$ cat src/rtl/aes_pkg.sv
// Shared AES decryption definitions: engine states, byte ordering helper and
// GF(2^4)/GF((2^4)^2) arithmetic used by the inverse S-box.
package aes_pkg;

  localparam int         AES_STATE_BYTES  = 16;
  localparam logic [7:0] AES_INV_AFFINE_C = 8'h05;

  // y^2 + y + lambda is irreducible over GF(2^4) with x^4 + x + 1 (trace of 4'hC is 1)
  localparam logic [3:0] GF4_LAMBDA = 4'hC;
  localparam logic [8:0] AES_POLY   = 9'h11B;

  typedef enum logic [1:0] {
    IDLE,
    RUN,
    DONE
  } eng_state_e;

  // Byte i occupies [127-8i -: 8]; returns the LSB position of that byte.
  function automatic logic [6:0] byte_lsb(input logic [3:0] idx);
    return 7'd120 - {idx, 3'b000};
  endfunction

  function automatic logic [3:0] gf4_mul(input logic [3:0] a, input logic [3:0] b);
    logic [3:0] r;
    logic [3:0] x;
    r = '0;
    x = a;
    for (int i = 0; i < 4; i++) begin
      if (b[i]) r = r ^ x;
      x = {x[2:0], 1'b0} ^ (x[3] ? 4'h3 : 4'h0);
    end
    return r;
  endfunction

  function automatic logic [3:0] gf4_sq(input logic [3:0] a);
    return gf4_mul(a, a);
  endfunction

  // a^-1 = a^14 in GF(16); maps 0 to 0 naturally.
  function automatic logic [3:0] gf4_inv(input logic [3:0] a);
    logic [3:0] a2;
    logic [3:0] a4;
    logic [3:0] a8;
    a2 = gf4_sq(a);
    a4 = gf4_sq(a2);
    a8 = gf4_sq(a4);
    return gf4_mul(gf4_mul(a8, a4), a2);
  endfunction

  // Composite element {h, l} represents h*y + l with y^2 = y + lambda.
  function automatic logic [7:0] gf8c_mul(input logic [7:0] a, input logic [7:0] b);
    logic [3:0] hh;
    logic [3:0] hi;
    logic [3:0] lo;
    hh = gf4_mul(a[7:4], b[7:4]);
    hi = hh ^ gf4_mul(a[7:4], b[3:0]) ^ gf4_mul(a[3:0], b[7:4]);
    lo = gf4_mul(hh, GF4_LAMBDA) ^ gf4_mul(a[3:0], b[3:0]);
    return {hi, lo};
  endfunction

  // Linear map given as eight 8-bit columns packed LSB-column first.
  function automatic logic [7:0] map_apply(input logic [63:0] m, input logic [7:0] a);
    logic [7:0] r;
    r = '0;
    for (int i = 0; i < 8; i++) begin
      if (a[i]) r = r ^ m[8*i +: 8];
    end
    return r;
  endfunction

  // Isomorphism into the composite field: column i is alpha^i, where alpha is
  // the first composite-field root of the AES polynomial.
  function automatic logic [63:0] build_map_in();
    logic [63:0] m;
    logic [7:0]  p;
    logic [7:0]  acc;
    logic [7:0]  alpha;
    logic        found;
    m     = '0;
    found = 1'b0;
    for (int c = 0; c < 256; c++) begin
      alpha = 8'(c);
      p     = 8'h01;
      acc   = 8'h00;
      for (int i = 0; i <= 8; i++) begin
        if (AES_POLY[i]) acc = acc ^ p;
        p = gf8c_mul(p, alpha);
      end
      if (acc == 8'h00 && !found) begin
        found = 1'b1;
        p     = 8'h01;
        for (int i = 0; i < 8; i++) begin
          m[8*i +: 8] = p;
          p = gf8c_mul(p, alpha);
        end
      end
    end
    return m;
  endfunction

  // Inverse map: column j is the polynomial-basis byte that maps onto basis bit j.
  function automatic logic [63:0] build_map_out(input logic [63:0] min);
    logic [63:0] m;
    logic [7:0]  v;
    m = '0;
    for (int a = 0; a < 256; a++) begin
      v = map_apply(min, 8'(a));
      for (int j = 0; j < 8; j++) begin
        if (v == (8'h01 << j)) m[8*j +: 8] = 8'(a);
      end
    end
    return m;
  endfunction

  localparam logic [63:0] MAP_IN  = build_map_in();
  localparam logic [63:0] MAP_OUT = build_map_out(MAP_IN);

endpackage

$ cat src/rtl/inv_sbox.sv
// Combinational AES inverse S-box: inverse affine transform, then
// multiplicative inversion through the GF((2^4)^2) composite field.
module inv_sbox
  import aes_pkg::*;
(
  input  logic [7:0] value,
  output logic [7:0] result
);

  logic [7:0] affine;
  logic [7:0] comp;
  logic [3:0] h;
  logic [3:0] l;
  logic [3:0] norm;
  logic [3:0] norm_inv;
  logic [3:0] inv_h;
  logic [3:0] inv_l;

  assign affine = {value[6:0], value[7]} ^ {value[4:0], value[7:5]} ^
                  {value[1:0], value[7:2]} ^ AES_INV_AFFINE_C;

  assign comp = map_apply(MAP_IN, affine);
  assign h    = comp[7:4];
  assign l    = comp[3:0];

  // (h*y + l)^-1 = (h*y + (h ^ l)) / (lambda*h^2 + h*l + l^2)
  assign norm     = gf4_mul(gf4_sq(h), GF4_LAMBDA) ^ gf4_mul(h, l) ^ gf4_sq(l);
  assign norm_inv = gf4_inv(norm);
  assign inv_h    = gf4_mul(h, norm_inv);
  assign inv_l    = gf4_mul(h ^ l, norm_inv);

  assign result = map_apply(MAP_OUT, {inv_h, inv_l});

endmodule

$ cat src/rtl/inv_sub_bytes_engine.sv
// Multi-cycle InvSubBytes: captures a 128-bit state, rewrites BYTES_PER_CYCLE
// bytes in place per RUN cycle, then holds the result until out_ready.
module inv_sub_bytes_engine
  import aes_pkg::*;
#(
  parameter int BYTES_PER_CYCLE = 4
) (
  input  logic         clk,
  input  logic         rst_n,
  input  logic         in_valid,
  output logic         in_ready,
  input  logic [127:0] in_state,
  output logic         out_valid,
  input  logic         out_ready,
  output logic [127:0] out_state,
  output logic         busy
);

  localparam int STEPS = AES_STATE_BYTES / BYTES_PER_CYCLE;
  localparam int CNT_W = (STEPS > 1) ? $clog2(STEPS) : 1;
  localparam logic [CNT_W-1:0] LAST = CNT_W'(STEPS - 1);

  if (!(BYTES_PER_CYCLE == 1 || BYTES_PER_CYCLE == 2 || BYTES_PER_CYCLE == 4 ||
        BYTES_PER_CYCLE == 8 || BYTES_PER_CYCLE == 16)) begin : g_bad_lanes
    $error("BYTES_PER_CYCLE must be 1, 2, 4, 8 or 16");
  end

  eng_state_e       state;
  logic [CNT_W-1:0] cnt;
  logic [127:0]     st_reg;
  logic [127:0]     st_next;
  logic [3:0]       base;
  logic [3:0]       lane_idx [BYTES_PER_CYCLE];
  logic [7:0]       lane_in  [BYTES_PER_CYCLE];
  logic [7:0]       lane_out [BYTES_PER_CYCLE];

  // With 16 lanes the multiplier constant wraps to 0, which matches cnt staying 0.
  assign base = 4'(cnt) * 4'(BYTES_PER_CYCLE);

  for (genvar k = 0; k < BYTES_PER_CYCLE; k++) begin : g_lane
    assign lane_idx[k] = base + 4'(k);
    assign lane_in[k]  = st_reg[byte_lsb(lane_idx[k]) +: 8];

    inv_sbox u_inv_sbox (
      .value  (lane_in[k]),
      .result (lane_out[k])
    );
  end

  always_comb begin
    st_next = st_reg;
    for (int k = 0; k < BYTES_PER_CYCLE; k++) begin
      st_next[byte_lsb(lane_idx[k]) +: 8] = lane_out[k];
    end
  end

  // Valid/ready: a block moves on an edge where valid and ready are both high;
  // in_ready is high only in IDLE, out_valid only in DONE, and out_state is
  // frozen while out_valid is high and out_ready is low.
  always_ff @(posedge clk) begin
    if (!rst_n) begin
      state     <= IDLE;
      cnt       <= '0;
      st_reg    <= '0;
      in_ready  <= 1'b1;
      out_valid <= 1'b0;
      busy      <= 1'b0;
    end else begin
      case (state)
        IDLE: begin
          if (in_valid) begin
            st_reg   <= in_state;
            cnt      <= '0;
            state    <= RUN;
            in_ready <= 1'b0;
            busy     <= 1'b1;
          end
        end
        RUN: begin
          st_reg <= st_next;
          cnt    <= cnt + 1'b1;
          if (cnt == LAST) begin
            state     <= DONE;
            out_valid <= 1'b1;
          end
        end
        DONE: begin
          if (out_ready) begin
            state     <= IDLE;
            out_valid <= 1'b0;
            busy      <= 1'b0;
            in_ready  <= 1'b1;
          end
        end
        default: begin
          state     <= IDLE;
          in_ready  <= 1'b1;
          out_valid <= 1'b0;
          busy      <= 1'b0;
        end
      endcase
    end
  end

  assign out_state = st_reg;

endmodule

$ cat config.mk
export PLATFORM = sky130hd
export DESIGN_NAME = inv_sub_bytes_engine
export DESIGN_NICKNAME = d
export VERILOG_FILES = /design/src/rtl/aes_pkg.sv /design/src/rtl/inv_sbox.sv /design/src/rtl/inv_sub_bytes_engine.sv
export SDC_FILE = /design/constraint.sdc
export NUM_CORES = 1
export LEC_CHECK = 0
export ABC_AREA = 1
export ABC_CLOCK_PERIOD_IN_PS = 9100
export CAP_MARGIN = 20
export CORE_UTILIZATION = 57
export DETAILED_ROUTE_END_ITERATION = 10
export MAX_ROUTING_LAYER = met4
export PLACE_DENSITY_LB_ADDON = 0.08
export SLEW_MARGIN = 40
export SYNTH_ARGS = -nofsm -noshare
export SYNTH_HDL_FRONTEND = slang
export SYNTH_SLANG_ARGS = --single-unit
$ cat constraint.sdc
create_clock -name clk -period 9.1 [get_ports clk]
set_input_delay 2.73 -clock clk [delete_from_list [all_inputs] [get_ports clk]]
set_output_delay 2.73 -clock clk [all_outputs]
set_load 0.01 [all_outputs]
# After elaboration in Yosys (flattened, before gate mapping)
# Cells that the tools add are included.
# classes
n_addsub	12
eq_ne	6
n_shift	12
muxes	352
n_bitwise	314
n_reduce_logical	6
# ops
operator	count
$xor A4 B4 Y4	244
$mux W4	160
$bwmux W128	4
$shift A8 B9 Y128 const A	4
$shiftx A128 B8 Y8	4
$shiftx A8 B9 Y128	4
$pmux W128 S2	1
$mux W2	116
$mux W8	20
$mux W128	1
$mux W7	16
$mux W6	16
$not A4 Y4	16
$xor A8 B8 Y8	8
$neg A7 Y9	4
$sub A7 B7 Y7 const A	4
$not A2 Y2	12
$not A6 Y6	4
$not A4 Y5	4
$not A5 Y5	4
$not A1 Y2	8
$not A1 Y4 const A	4
$mux W1	13
$not A2 Y3	4
other kinds (15)	27
# word_totals
regBits	135
out_inout_bits	131
word_cells	708

# Logic depth before layout (Yosys ltp)
# logic_depth
word_depth	103
depth_mapped	71
ltp_nobuf	64

# Modules after synthesis
# Synthesis repeated with hierarchy kept, for this count alone.
# hier_totals
cells_unflattened	3820
area_unflattened_um2	19947.9
# modules_own_cells
module	n_inst	cells_per_inst	area_each_um2	seq_area_each_um2
inv_sub_bytes_engine	1	1318	7966.4	2702.6
inv_sbox at g_lane[0].u_inv_sbox ...	2	626	2997.9	0.0
inv_sbox at g_lane[3].u_inv_sbox	1	632	3106.7	0.0
inv_sbox at g_lane[2].u_inv_sbox	1	618	2879.0	0.0

# Worst setup path after synthesis
# OpenSTA, ideal clock, no wires.
# synth_timing
path_type	register to register
startpoint	reg cnt[0]
endpoint	reg st_reg[127] (netlist: out_state[127])
setup_ns	0.070
t_arrival_ns	6.832
setup_slack_ns	2.198
path_stages_with_launch	67
cell_sequence	dfxtp_1 buf_6 inv_8 buf_6 nand2_1 nand2_1 nand2_1 nand2_1 nand2_1 nand3_1 nand2_2 inv_1 nand2_1 nand2_1 nand2_1 nand2_1 ha_1 buf_2 (+31 left out) nand2_2 nand2_1 nand2_1 nor2_1 nand3_1 nand2_2 buf_6 nand3_1 nand2_1 inv_1 nand2_1 nand2_1 nand2_1 inv_1 nor2_4 xor2_2 nand3_1 a21oi_1
# synth_between
elab_chain_len	89
# synth_lines
element	line_no	rtl
start, declared	inv_sub_bytes_engine.sv:29	logic [CNT_W-1:0] cnt;
start signal, assigned	inv_sub_bytes_engine.sv:81	cnt <= cnt + 1'b1;
$add A4 B1 Y4 / $sub A7 B7 Y7 (equally long branches)	inv_sub_bytes_engine.sv:41, aes_pkg.sv:20	
$sub A7 B7 Y7 / $shiftx A128 B8 Y8 (equally long branches)	aes_pkg.sv:20, inv_sub_bytes_engine.sv:42	
$shiftx A128 B8 Y8 / $xor A8 B8 Y8 (equally long branches)	inv_sub_bytes_engine.sv:42, inv_sbox.sv:19	
$xor A8 B8 Y8	inv_sbox.sv:19	assign affine = {value[6:0], value[7]} ^ {value[4:0], value[7:5]} ^
$xor A8 B8 Y8 / $mux W6 (equally long branches)	inv_sbox.sv:19, aes_pkg.sv:66	
$mux W6 / $mux W7 (equally long branches)	aes_pkg.sv:66	if (a[i]) r = r ^ m[8*i +: 8];
$mux W7	aes_pkg.sv:66	
$mux W7 / $not A3 Y3 (equally long branches)	--	
(+72 left out)	--	
$mux W2 / $mux W8 (equally long branches)	aes_pkg.sv:66	
$mux W8 / $not A5 Y5 (equally long branches)	--	
$not A5 Y5 (no source line) / $mux W6 (equally long branches)	--	
$mux W6 / $shiftx A8 B9 Y128 (equally long branches)	aes_pkg.sv:66, inv_sub_bytes_engine.sv:53	
$shiftx A8 B9 Y128 / $bwmux W128 (equally long branches)	inv_sub_bytes_engine.sv:53	st_next[byte_lsb(lane_idx[k]) +: 8] = lane_out[k];
$bwmux W128 (2 in series)	inv_sub_bytes_engine.sv:53	
$bwmux W128 (*)	inv_sub_bytes_engine.sv:53	
$pmux W128 S2 (*)	inv_sub_bytes_engine.sv:69	case (state)
end signal, assigned	inv_sub_bytes_engine.sv:72	st_reg <= in_state;
end signal, assigned	inv_sub_bytes_engine.sv:80	st_reg <= st_next;
end, declared	inv_sub_bytes_engine.sv:30	logic [127:0] st_reg;
# Mark *: on every way between the ends. The rest lies on a longest branch, timed or not.
# A chain may end at the register's enable or synchronous reset.

# Final worst setup path
# layout_timing
startpoint	reg cnt[1]
endpoint	reg st_reg[120] (netlist: out_state[120])
# Same word-level chain as after synthesis.

==> results.json <==
{
  "critical_path_depth": 52,
  "min_from": "in_ready$_SDFFE_PN1P_",
  "clk_pin_slew_worst_paths_ns": 0.07,
  "crit_fanout": 43,
  "rsz0062_at_grt": "no",
  "first_iter_violations": 2206,
  "cp_slowest_cell": "buf_4",
  "syn-num-nets": 3327,
  "hold_viol_final": 0,
  "whs_path_depth": 2,
  "layout_commonest_cell": "nand2_1",
  "async_reset_ff_frac": 0,
  "yosys-top-cells-area": "nand2_1 26%, dfxtp_1 15%, nand3_1 13%, a21oi_1 7.5%, inv_1 5.0%",
  "die_w_um": 177,
  "yosysTopAreaCell": "nand2_1",
  "layout_common_cells": "1218 x nand2_1, 451 x nand3_1, 261 x a21oi_1, 261 x clkdlybuf4s50_1, 232 x inv_1",
  "crit_path_start_kind": "register",
  "cts_buffer_depth": 2,
  "clock_skew_ns": 0.0136,
  "worstPathArrival_ns": 8.65,
  "areaGrowthSynthToFinish_pct": 19.1,
  "place_hpwl_um": 46200,
  "cts_buffers": 17,
  "grt_overflow": 0,
  "ys_seq_area_frac": 0.155,
  "ant_nets": 0,
  "hp-class": "register to register",
  "max_freq_mhz": 121,
  "postCtsHoldBufs": 0,
  "regToRegStartpoint": "cnt[1]$_SDFFE_PN0P_",
  "synth_cell_types": 45,
  "numClockSinks": 135,
  "cts.htree.levels": 4,
  "hold_end": "in_ready$_SDFFE_PN1P_",
  "syn_area_mm2": 0.0175,
  "grtUsageTotal": 0.399,
  "grt_pass1_wl_um": 97700,
  "core_area_mm2": 0.0299,
  "via_count": 22100,
  "yosysTopAreaCellShare": 0.262,
  "grt_pass1_vias": 19500,
  "dieArea_mm2": 0.0313,
  "r2r_cells": 52,
  "min_period_ns": 8.27,
  "crit_family": "simple AND/OR/NAND/NOR gates",
  "synth_ff_type": "dfxtp_1",
  "fin_crit_sh": 0.909,
  "worst_slew_pin_slew_ns": 0.894,
  "status": "finished clean",
  "ys_ff_latch": 135,
  "antenna_found_initial": 1,
  "setup_viol": 0,
  "syn_area_per_cell_um2": 5.50,
  "wl_um": 63100,
  "path_class": "register to register",
  "ys_warn_count": 0,
  "clockRootBuffer": "clkbuf_16",
  "nets": 3508,
  "slowest_delay_ns": 0.54,
  "wl_per_cell_um": 16.8,
  "vias_per_cell": 5.90,
  "cts_tree": "built",
  "num_io_pins": 263,
  "relSlewSlack": 0.402,
  "worstSkewPairLatency_ns": 0.44,
  "synth_edf_count": 0,
  "grt_max_degree": 133,
  "initial_core_util": 0.584,
  "cpMostUsedCell": "nand2_1",
  "reg2reg_setup_slack_ns": 0.83,
  "fillers": 2661,
  "reg2reg_to": "out_state[120]$_SDFFE_PN0P_",
  "maxSlewViolCount": 0,
  "drc_errors": 0,
  "finalWeightedCongestion": 1.01,
  "cp_num_buf_inv": 5,
  "critPathRequiredTime_ns": 9.48,
  "die_y_um": 177,
  "floorplan.rows": 63,
  "numPortBuffers": 262,
  "drive_above_1_share": 0.103,
  "synth_cells": 3171,
  "worstSetupEndpointType": "register",
  "first_pass_iters": 8,
  "max_cap_viol_count": 0,
  "fin_tns_setup_ns": 0
}
## worst min-delay path: stages (launching register included)
cell	delay, ns
dfxtp_1	0.33
nand2_1	0.07
nand3_1	0.05
## kinds of logic (layout without fill, tap and decap cells)
group                      Yosys count  in the layout  share of synthesized area
buffers and inverters              438            632                      0.106
xor gates and xnor gates           125            125                     0.0804
other                                0              1                          0
DFF                                135            135                      0.155
adders and majority gates           24             24                     0.0172
AOI/OAI and AO/OA                  425            425                      0.124
and+or+nand+nor                   2024           2024                      0.517
## per-layer routing
| metal | GRT usage | wire length [um] | part of all wire |
|---|---|---|---|
| met1 | 0.498 | 25500 | 0.40 |
| met2 | 0.622 | 27700 | 0.44 |
| met3 | 0.0685 | 6740 | 0.11 |
| met5 | - | 0 | 0 |
| met4 | 0.194 | 3200 | 0.051 |
## worst max path at each step
stage / start / endpoint / slack (ns)
2_1_floorplan: cnt[0]$_SDFFE_PN0P_ / out_state[127]$_SDFFE_PN0P_ / 2.20
4_1_cts: cnt[0]$_SDFFE_PN0P_ / out_state[88]$_SDFFE_PN0P_ / 0.49
3_5_place_dp: cnt[0]$_SDFFE_PN0P_ / out_state[88]$_SDFFE_PN0P_ / 0.52
5_1_grt: cnt[1]$_SDFFE_PN0P_ / out_state[88]$_SDFFE_PN0P_ / 0.02
3_3_place_gp: cnt[0]$_SDFFE_PN0P_ / out_state[99]$_SDFFE_PN0P_ / 0.90
6_report: cnt[1]$_SDFFE_PN0P_ / out_state[120]$_SDFFE_PN0P_ / 0.83
## state kept, by name (all words and copies together) (netlist names)
register	cells
state	2
in_ready	1
busy	1
out_state	128
cnt	2
out_valid	1
## metrics by stage
stage	worst slack, ns	hold slack [ns]	instance area [um2]	utilization	cells
after floorplan	2.20	0.489	17500	-	3171
after global placement	0.895	0.473	20100	0.672	3719
after detailed placement	0.524	0.477	20100	0.672	3719
after CTS	0.493	0.490	20700	0.692	3751
after global routing	0.0194	0.539	20800	0.696	3756
final	0.826	0.498	20800	0.696	3756
## cell type report
| type | count | area, um2 | area share |
|---|---|---|---|
| repair buffers | 283 | 2830 | 0.136 |
| clock inverters | 14 | 173 | 0.00831 |
| diodes | 1 | 2.50 | 0.000120 |
| inverters | 317 | 1210 | 0.0583 |
| multi-input cells | 2598 | 12900 | 0.623 |
| well taps | 390 | 488 | 0.0235 |
| flip-flops and latches | 135 | 2710 | 0.130 |
| clock buffers | 18 | 429 | 0.0206 |
## what timing repair did
action | CTS | global route
gates resized for setup | 0 | 7
endpoints found under the setup margin | 0 | 52
setup buffers | 0 | 4
## cells in the mapped netlist (all sizes together), types with 8 or more instances
| library cell | instances |
|---|---|
| xnor2 | 33 |
| clkbuf | 64 |
| or2 | 8 |
| nand2 | 1343 |
| nor2 | 102 |
| buf | 57 |
| o21ai | 150 |
| xor2 | 92 |
| a21oi | 262 |
| inv | 315 |
| nand3b | 20 |
| nand3 | 474 |
| dfxtp | 135 |
| ha | 24 |
| nand4 | 66 |
Power is not shown: default switching activity piles up to over one toggle a cycle in this logic, so the estimate is an artifact.
